[config.mk]
export PLATFORM = sky130hd
export DESIGN_NAME = hold_queue
export DESIGN_NICKNAME = d
export VERILOG_FILES = /design/src/rtl/hold_queue.sv
export SDC_FILE = /design/constraint.sdc
export NUM_CORES = 1
export LEC_CHECK = 0
export BUFFER_PORTS_ARGS = -buffer_cell sky130_fd_sc_hd__buf_2
export CAP_MARGIN = 20
export CORE_MARGIN = 2
export CORE_UTILIZATION = 40
export CTS_BUF_LIST = sky130_fd_sc_hd__clkbuf_8
export DETAILED_ROUTE_END_ITERATION = 7
export PLACE_DENSITY = 0.58
export SYNTH_ARGS = -nofsm -noshare
export SYNTH_HDL_FRONTEND = slang
export SYNTH_SLANG_ARGS = --single-unit
[constraint.sdc]
create_clock -name clk -period 1.6 [get_ports clk]
set_input_delay 0 -clock clk [delete_from_list [all_inputs] [get_ports clk]]
set_output_delay 0 -clock clk [all_outputs]
set_load 0.03 [all_outputs]
[src/rtl/hold_queue.sv]
// Synchronous valid/ready FIFO holding up to DEPTH words, with occupancy
// status and a flush that has priority over push and pop.
module hold_queue #(
  parameter int unsigned WIDTH = 8,
  parameter int unsigned DEPTH = 4,
  localparam int unsigned CW = $clog2(DEPTH + 1)
) (
  input  logic             clk,
  input  logic             rst_n,
  input  logic [WIDTH-1:0] data_in,
  input  logic             in_valid,
  output logic             in_ready,
  output logic [WIDTH-1:0] data_out,
  output logic             out_valid,
  input  logic             out_ready,
  input  logic             flush,
  output logic [CW-1:0]    count,
  output logic             full,
  output logic             empty
);

  localparam int unsigned PW = (DEPTH > 1) ? $clog2(DEPTH) : 1;

  logic [WIDTH-1:0] mem [DEPTH];
  logic [PW-1:0]    wr_ptr, rd_ptr, wr_ptr_nxt, rd_ptr_nxt;
  logic [CW-1:0]    count_q, count_nxt;
  logic             full_q, empty_q, full_nxt, empty_nxt;
  logic             push_c, pop_c;

  function automatic logic [PW-1:0] ptr_inc(input logic [PW-1:0] p);
    return (p == PW'(DEPTH - 1)) ? '0 : p + PW'(1);
  endfunction

  // Handshakes depend only on registered status, never on the peer's strobe.
  assign push_c = in_valid && !full_q && !flush;
  assign pop_c  = out_ready && !empty_q && !flush;

  always_comb begin
    wr_ptr_nxt = wr_ptr;
    rd_ptr_nxt = rd_ptr;
    count_nxt  = count_q;
    if (flush) begin
      wr_ptr_nxt = '0;
      rd_ptr_nxt = '0;
      count_nxt  = '0;
    end else begin
      if (push_c) wr_ptr_nxt = ptr_inc(wr_ptr);
      if (pop_c)  rd_ptr_nxt = ptr_inc(rd_ptr);
      if (push_c && !pop_c)      count_nxt = count_q + CW'(1);
      else if (pop_c && !push_c) count_nxt = count_q - CW'(1);
    end
    full_nxt  = (count_nxt == CW'(DEPTH));
    empty_nxt = (count_nxt == '0);
  end

  always_ff @(posedge clk or negedge rst_n) begin
    if (!rst_n) begin
      wr_ptr  <= '0;
      rd_ptr  <= '0;
      count_q <= '0;
      full_q  <= 1'b0;
      empty_q <= 1'b1;
    end else begin
      wr_ptr  <= wr_ptr_nxt;
      rd_ptr  <= rd_ptr_nxt;
      count_q <= count_nxt;
      full_q  <= full_nxt;
      empty_q <= empty_nxt;
    end
  end

  // Storage is cleared only by reset; flush leaves stale words in place.
  always_ff @(posedge clk or negedge rst_n) begin
    if (!rst_n) begin
      for (int i = 0; i < int'(DEPTH); i++) mem[i] <= '0;
    end else if (push_c) begin
      mem[wr_ptr] <= data_in;
    end
  end

  assign data_out  = mem[rd_ptr];
  assign count     = count_q;
  assign full      = full_q;
  assign empty     = empty_q;
  assign in_ready  = !full_q;
  assign out_valid = !empty_q;

endmodule

Yosys cells after proc, flatten, opt, wreduce, memory -nomap -nowiden
Cells that the tools add are included.
{"block": "op_classes", "n_addsub": 4, "order_cmp": 3, "eq_ne": 3, "mux": 15, "bitwise_logic": 2, "n_reduce_logical": 15}
{"op": "$bwmux W32", "count": 1}
{"op": "$mux W8", "count": 3}
{"op": "$bmux W8 S2", "count": 1}
{"op": "$demux W8 S2", "count": 1}
{"op": "$mux W2", "count": 6}
{"op": "$mux W3", "count": 3}
{"op": "$logic_and A1 B1 Y1", "count": 7}
{"op": "$ge A3 B3 Y1 const B", "count": 2}
{"op": "$not A2 Y3", "count": 2}
{"op": "$logic_not A1 Y1", "count": 5}
{"op": "$add A2 B1 Y2 const B", "count": 2}
{"op": "$eq A2 B2 Y1 const B", "count": 2}
{"op": "$reduce_bool A2 Y1", "count": 2}
{"op": "$add A3 B1 Y3 const B", "count": 1}
{"op": "$eq A3 B3 Y1 const B", "count": 1}
{"op": "$logic_not A3 Y1", "count": 1}
{"op": "$lt A3 B1 Y1 const B", "count": 1}
{"op": "$sub A3 B1 Y3 const B", "count": 1}
{"block": "word_totals", "register_bits": 41, "inputBits": 13, "elab_cells": 51}

Longest topological paths before layout
{"block": "depth", "depth_word": 9, "mapped_depth": 6}

Least setup slack after synthesis
OpenSTA, ideal clock, no wires.
{"block": "synth_path", "kind": "register -> register", "startpoint": "register count_q[0] (netlist: count[0])", "endpoint": "register empty_q (netlist: empty)", "setup_time_ps": 91, "arrival_ps": 1609, "slack_ps": -100, "path_stages_with_launch": 6, "synth_period_minus_slack_ps": 1700, "cell_sequence": "dfrtp_1 inv_1 ha_1 nor4_1 a311oi_2 o31ai_1"}
{"block": "synth_between", "elab_chain_cells": 5}
{"element": "start, declared", "line": "26", "text": "logic [CW-1:0] count_q, count_nxt;"}
{"element": "start signal, assigned", "line": "66", "text": "count_q <= count_nxt;"}
{"element": "$sub A3 B1 Y3", "line": "50", "text": "else if (pop_c && !push_c) count_nxt = count_q - CW'(1);"}
{"element": "$mux W3", "line": "50"}
{"element": "$mux W3 *", "line": "49", "text": "if (push_c && !pop_c) count_nxt = count_q + CW'(1);"}
{"element": "$mux W3 *", "line": "42", "text": "if (flush) begin"}
{"element": "$logic_not A3 Y1 *", "line": "53", "text": "empty_nxt = (count_nxt == '0);"}
{"element": "net empty_nxt", "line": "27", "text": "logic full_q, empty_q, full_nxt, empty_nxt;"}
{"element": "end signal, assigned", "line": "68", "text": "empty_q <= empty_nxt;"}
{"element": "end, declared", "line": "27"}
Mark *: on every way through the listed nets, which the timed path passes. The rest lies on a longest branch.
A chain may end at the register's enable or synchronous reset.

Worst setup path in the final report
{"block": "layout_path", "startpoint": "register rd_ptr[0]", "endpoint": "output port data_out[6]"}
{"block": "layout_between", "elab_chain_cells": 4}
{"element": "start, declared", "line": "25", "text": "logic [PW-1:0] wr_ptr, rd_ptr, wr_ptr_nxt, rd_ptr_nxt;"}
{"element": "start signal, assigned", "line": "65", "text": "rd_ptr <= rd_ptr_nxt;"}
{"element": "$not A2 Y3 (implied by the code)", "line": "81", "text": "assign data_out = mem[rd_ptr];"}
{"element": "$bmux W8 S2", "line": "81"}
{"element": "$mux W8 (implied by the code) (2 in a row)", "line": "81"}
{"element": "end, declared", "line": "13", "text": "output logic [WIDTH-1:0] data_out,"}
No other way between the ends. The select of a mux whose other input is x is not followed.

==> results.json <==
{
  "grt_max_degree": 18,
  "synth_top_cell_by_area": "dfrtp_1",
  "rows": 26,
  "min_period_ns": 1.553,
  "coreArea_mm2": 0.005140,
  "cts_buffers": 5,
  "synth_nets": 170,
  "regToRegStartpoint": "count[1]$_DFF_PN0_",
  "numClockSinks": 41,
  "drv_slew": 0,
  "fp.dieH_um": 77.20,
  "num_vias": 1306,
  "synth_edf_count": 0,
  "overflow": 0,
  "stdcell_area_mm2": 0.002560,
  "drt_iter0_markers": 34,
  "tritoncts": "built",
  "die_w_um": 77.20,
  "synthArstFlopShare": 1.000,
  "finalCritPeriodShare": 0.9708,
  "grt_pass1_vias": 1425,
  "final-setup-viol-count": 0,
  "synthTopCellsByCount": "40 x dfrtp_1, 24 x mux2_4, 9 x a21oi_1",
  "antenna_found_initial": 0,
  "netlist_area_mm2": 0.002143,
  "drive_gt1_frac": 0.4948,
  "antenna_cells": 0,
  "slew_headroom": 0.6754,
  "instances_no_fill": 262,
  "grt_pass1_wl_um": 7231,
  "hpwl_um": 2898,
  "synth_cell_types": 30,
  "die-area_mm2": 0.005960,
  "boundaryPins": 28,
  "yosysMostFrequentCell": "dfrtp_1",
  "cts.htree.levels": 2,
  "nets": 212,
  "vias_per_cell": 4.985,
  "endpoint": "data_out[6]",
  "io_buffers": 27,
  "dp_cells": 245,
  "area_growth_pct": 19.44,
  "reg2reg_depth": 5,
  "worstSkewPairLatency_ns": 0.29,
  "drc": 0,
  "avgSynthCellArea_um2": 14.29,
  "r2r-end": "empty$_DFF_PN1_",
  "crit_fanout": 8,
  "p_leak_uw": 0.001182,
  "track_usage": 0.1565,
  "cp-end-kind": "output pin",
  "cap_violations": 0,
  "path_class": "reg -> out",
  "placed_area_mm2": 0.002359,
  "drtAntennaViolNets": 0,
  "finalHoldViolCount": 0,
  "fmaxAchievable_mhz": 643.8,
  "dr.pass1.iters": 4,
  "layout_setup_ws_ns": 0.04669,
  "crit_required_ns": 1.60,
  "rrSetupSlack_ns": 0.06,
  "yosysWarnings": 0,
  "hp-class": "in -> reg",
  "wire_per_inst_um": 15.84,
  "startpoint_type": "flop",
  "status": "finished, final reports clean",
  "synth.top_cells.by_area": "dfrtp_1 47%, mux2_4 17%, mux4_2 8.4%, mux2_2 4.2%, ha_1 4.1%",
  "gp_routability_congestion": 0.7674,
  "tns_ns": 0,
  "clk_pin_slew_ns": 0.07,
  "dp_slack_ns": -0.003887,
  "fin_skew_ns": 0.005521,
  "cts_root_buf": "clkbuf_8",
  "synth_top_area_share": 0.4670,
  "synth-seq-cells": 41,
  "postSynthCellCount": 150,
  "multi_input_area_mm2": 0.001018,
  "ff_latch_area_mm2": 0.001030,
  "yosysSeqAreaShare": 0.4793,
  "crit_start": "rd_ptr[0]$_DFFE_PN0P_",
  "routed_wl_um": 4149,
  "start_util": 0.4170,
  "fill_cells": 472,
  "worst_slew_pin_slew_ns": 0.4869,
  "cts_buffer_depth": 2,
  "synth_ff_type": "dfrtp_1",
  "ir_worst_vdd_v": 0.0005799,
  "power_density_mw_per_mm2": 1586,
  "arrival_ns": 1.55
}
-- cells by family (layout without fill, tap and decap cells) --
family / Yosys count / in the layout / synth area share
XOR/XNOR: 3 / 3 / 0.01577
multiplexers: 40 / 40 / 0.2942
AO/OA/AOI/OAI: 13 / 13 / 0.03794
buffers and inverters: 18 / 60 / 0.05254
adder cells (fa/ha/maj): 7 / 7 / 0.04086
AND/OR/NAND/NOR: 28 / 28 / 0.07939
flip-flops: 41 / 41 / 0.4793
-- report_power, final --
group / leakage (uW) / total [uW] / switching [uW] / internal [uW]
clock: 0.0000485 / 670 / 334 / 336
combinational: 0.000618 / 1720 / 827 / 897
sequential: 0.000515 / 1670 / 234 / 1430
-- placed cells by master (no fill, tap or decap), types with 3 or more instances in the layout --
cell / Yosys / routed
mux2_4: 24 / 24
dlygate4sd3_1: 0 / 9
nor3_1: 4 / 4
dfrtp_1: 40 / 38
buf_2: 3 / 26
buf_4: 1 / 9
mux2_2: 8 / 8
mux4_2: 8 / 8
nand3_1: 3 / 3
nor2_1: 3 / 3
clkbuf_8: 0 / 6
and3_4: 3 / 3
nand2_1: 5 / 5
a21oi_1: 9 / 9
and3_1: 3 / 3
ha_1: 7 / 7
inv_1: 7 / 8
-- through the flow --
stage,total power (uW),utilization,hold WS (ns)
after CTS,4078,0.4959,0.001527
after floorplan,2958,-,-0.2956
final,4059,0.4981,0.01283
after global routing,4322,0.4981,0.01680
after global placement,3288,0.4589,-0.1037
after detailed placement,3360,0.4589,-0.09328
-- metal layers --
layer | share of wire | global-route usage | vias up | wire length [um]
met2 | 0.49 | 0.2565 | 16 | 2033
met3 | 0.022 | 0.02824 | 5 | 90
li1 | - | - | 616 | -
met4 | 0.013 | 0.05893 | 0 | 56
met5 | 0 | 0 | - | 0
met1 | 0.47 | 0.2071 | 669 | 1968
-- final cells by class --
type | instances | area share
Clock inverter | 1 | 0.001466
Inverter | 8 | 0.01173
Sequential cell | 41 | 0.4022
Timing Repair Buffer | 45 | 0.1202
Clock buffer | 6 | 0.03226
Multi-Input combinational cell | 91 | 0.3978
Tap cell | 70 | 0.03421
-- how the worst min path moves through the flow --
stage,from,to,cells past startpoint
6_report,data_in[2],mem[18]$_DFFE_PN0P_,2
5_1_grt,data_in[2],mem[18]$_DFFE_PN0P_,2
3_5_place_dp,rst_n,mem[16]$_DFFE_PN0P_,1
2_1_floorplan,rst_n,count[0]$_DFF_PN0_,0
4_1_cts,data_in[2],mem[2]$_DFFE_PN0P_,2
3_3_place_gp,rst_n,mem[24]$_DFFE_PN0P_,1
-- timing repair --
item | in CTS | in global routing
hold buffers | 9 | 0
setup endpoints to repair | 7 | 3
resized for setup | 1 | 4
buffers inserted | 1 | 0
hold endpoints to repair | 66 | 0
-- worst max-delay path, cell delays in order, from the launching register on --
cell and delay [ns]:
dfrtp_1 0.40, buf_12 0.16, mux4_2 0.51, buf_4 0.19
-- flip-flops by register name, summed over array words and instances, names as in the netlist --
signal / flops
count: 3
empty: 1
full: 1
mem: 32
rd_ptr: 2
wr_ptr: 2
No activity file was read; power rests on OpenSTA's default activity.
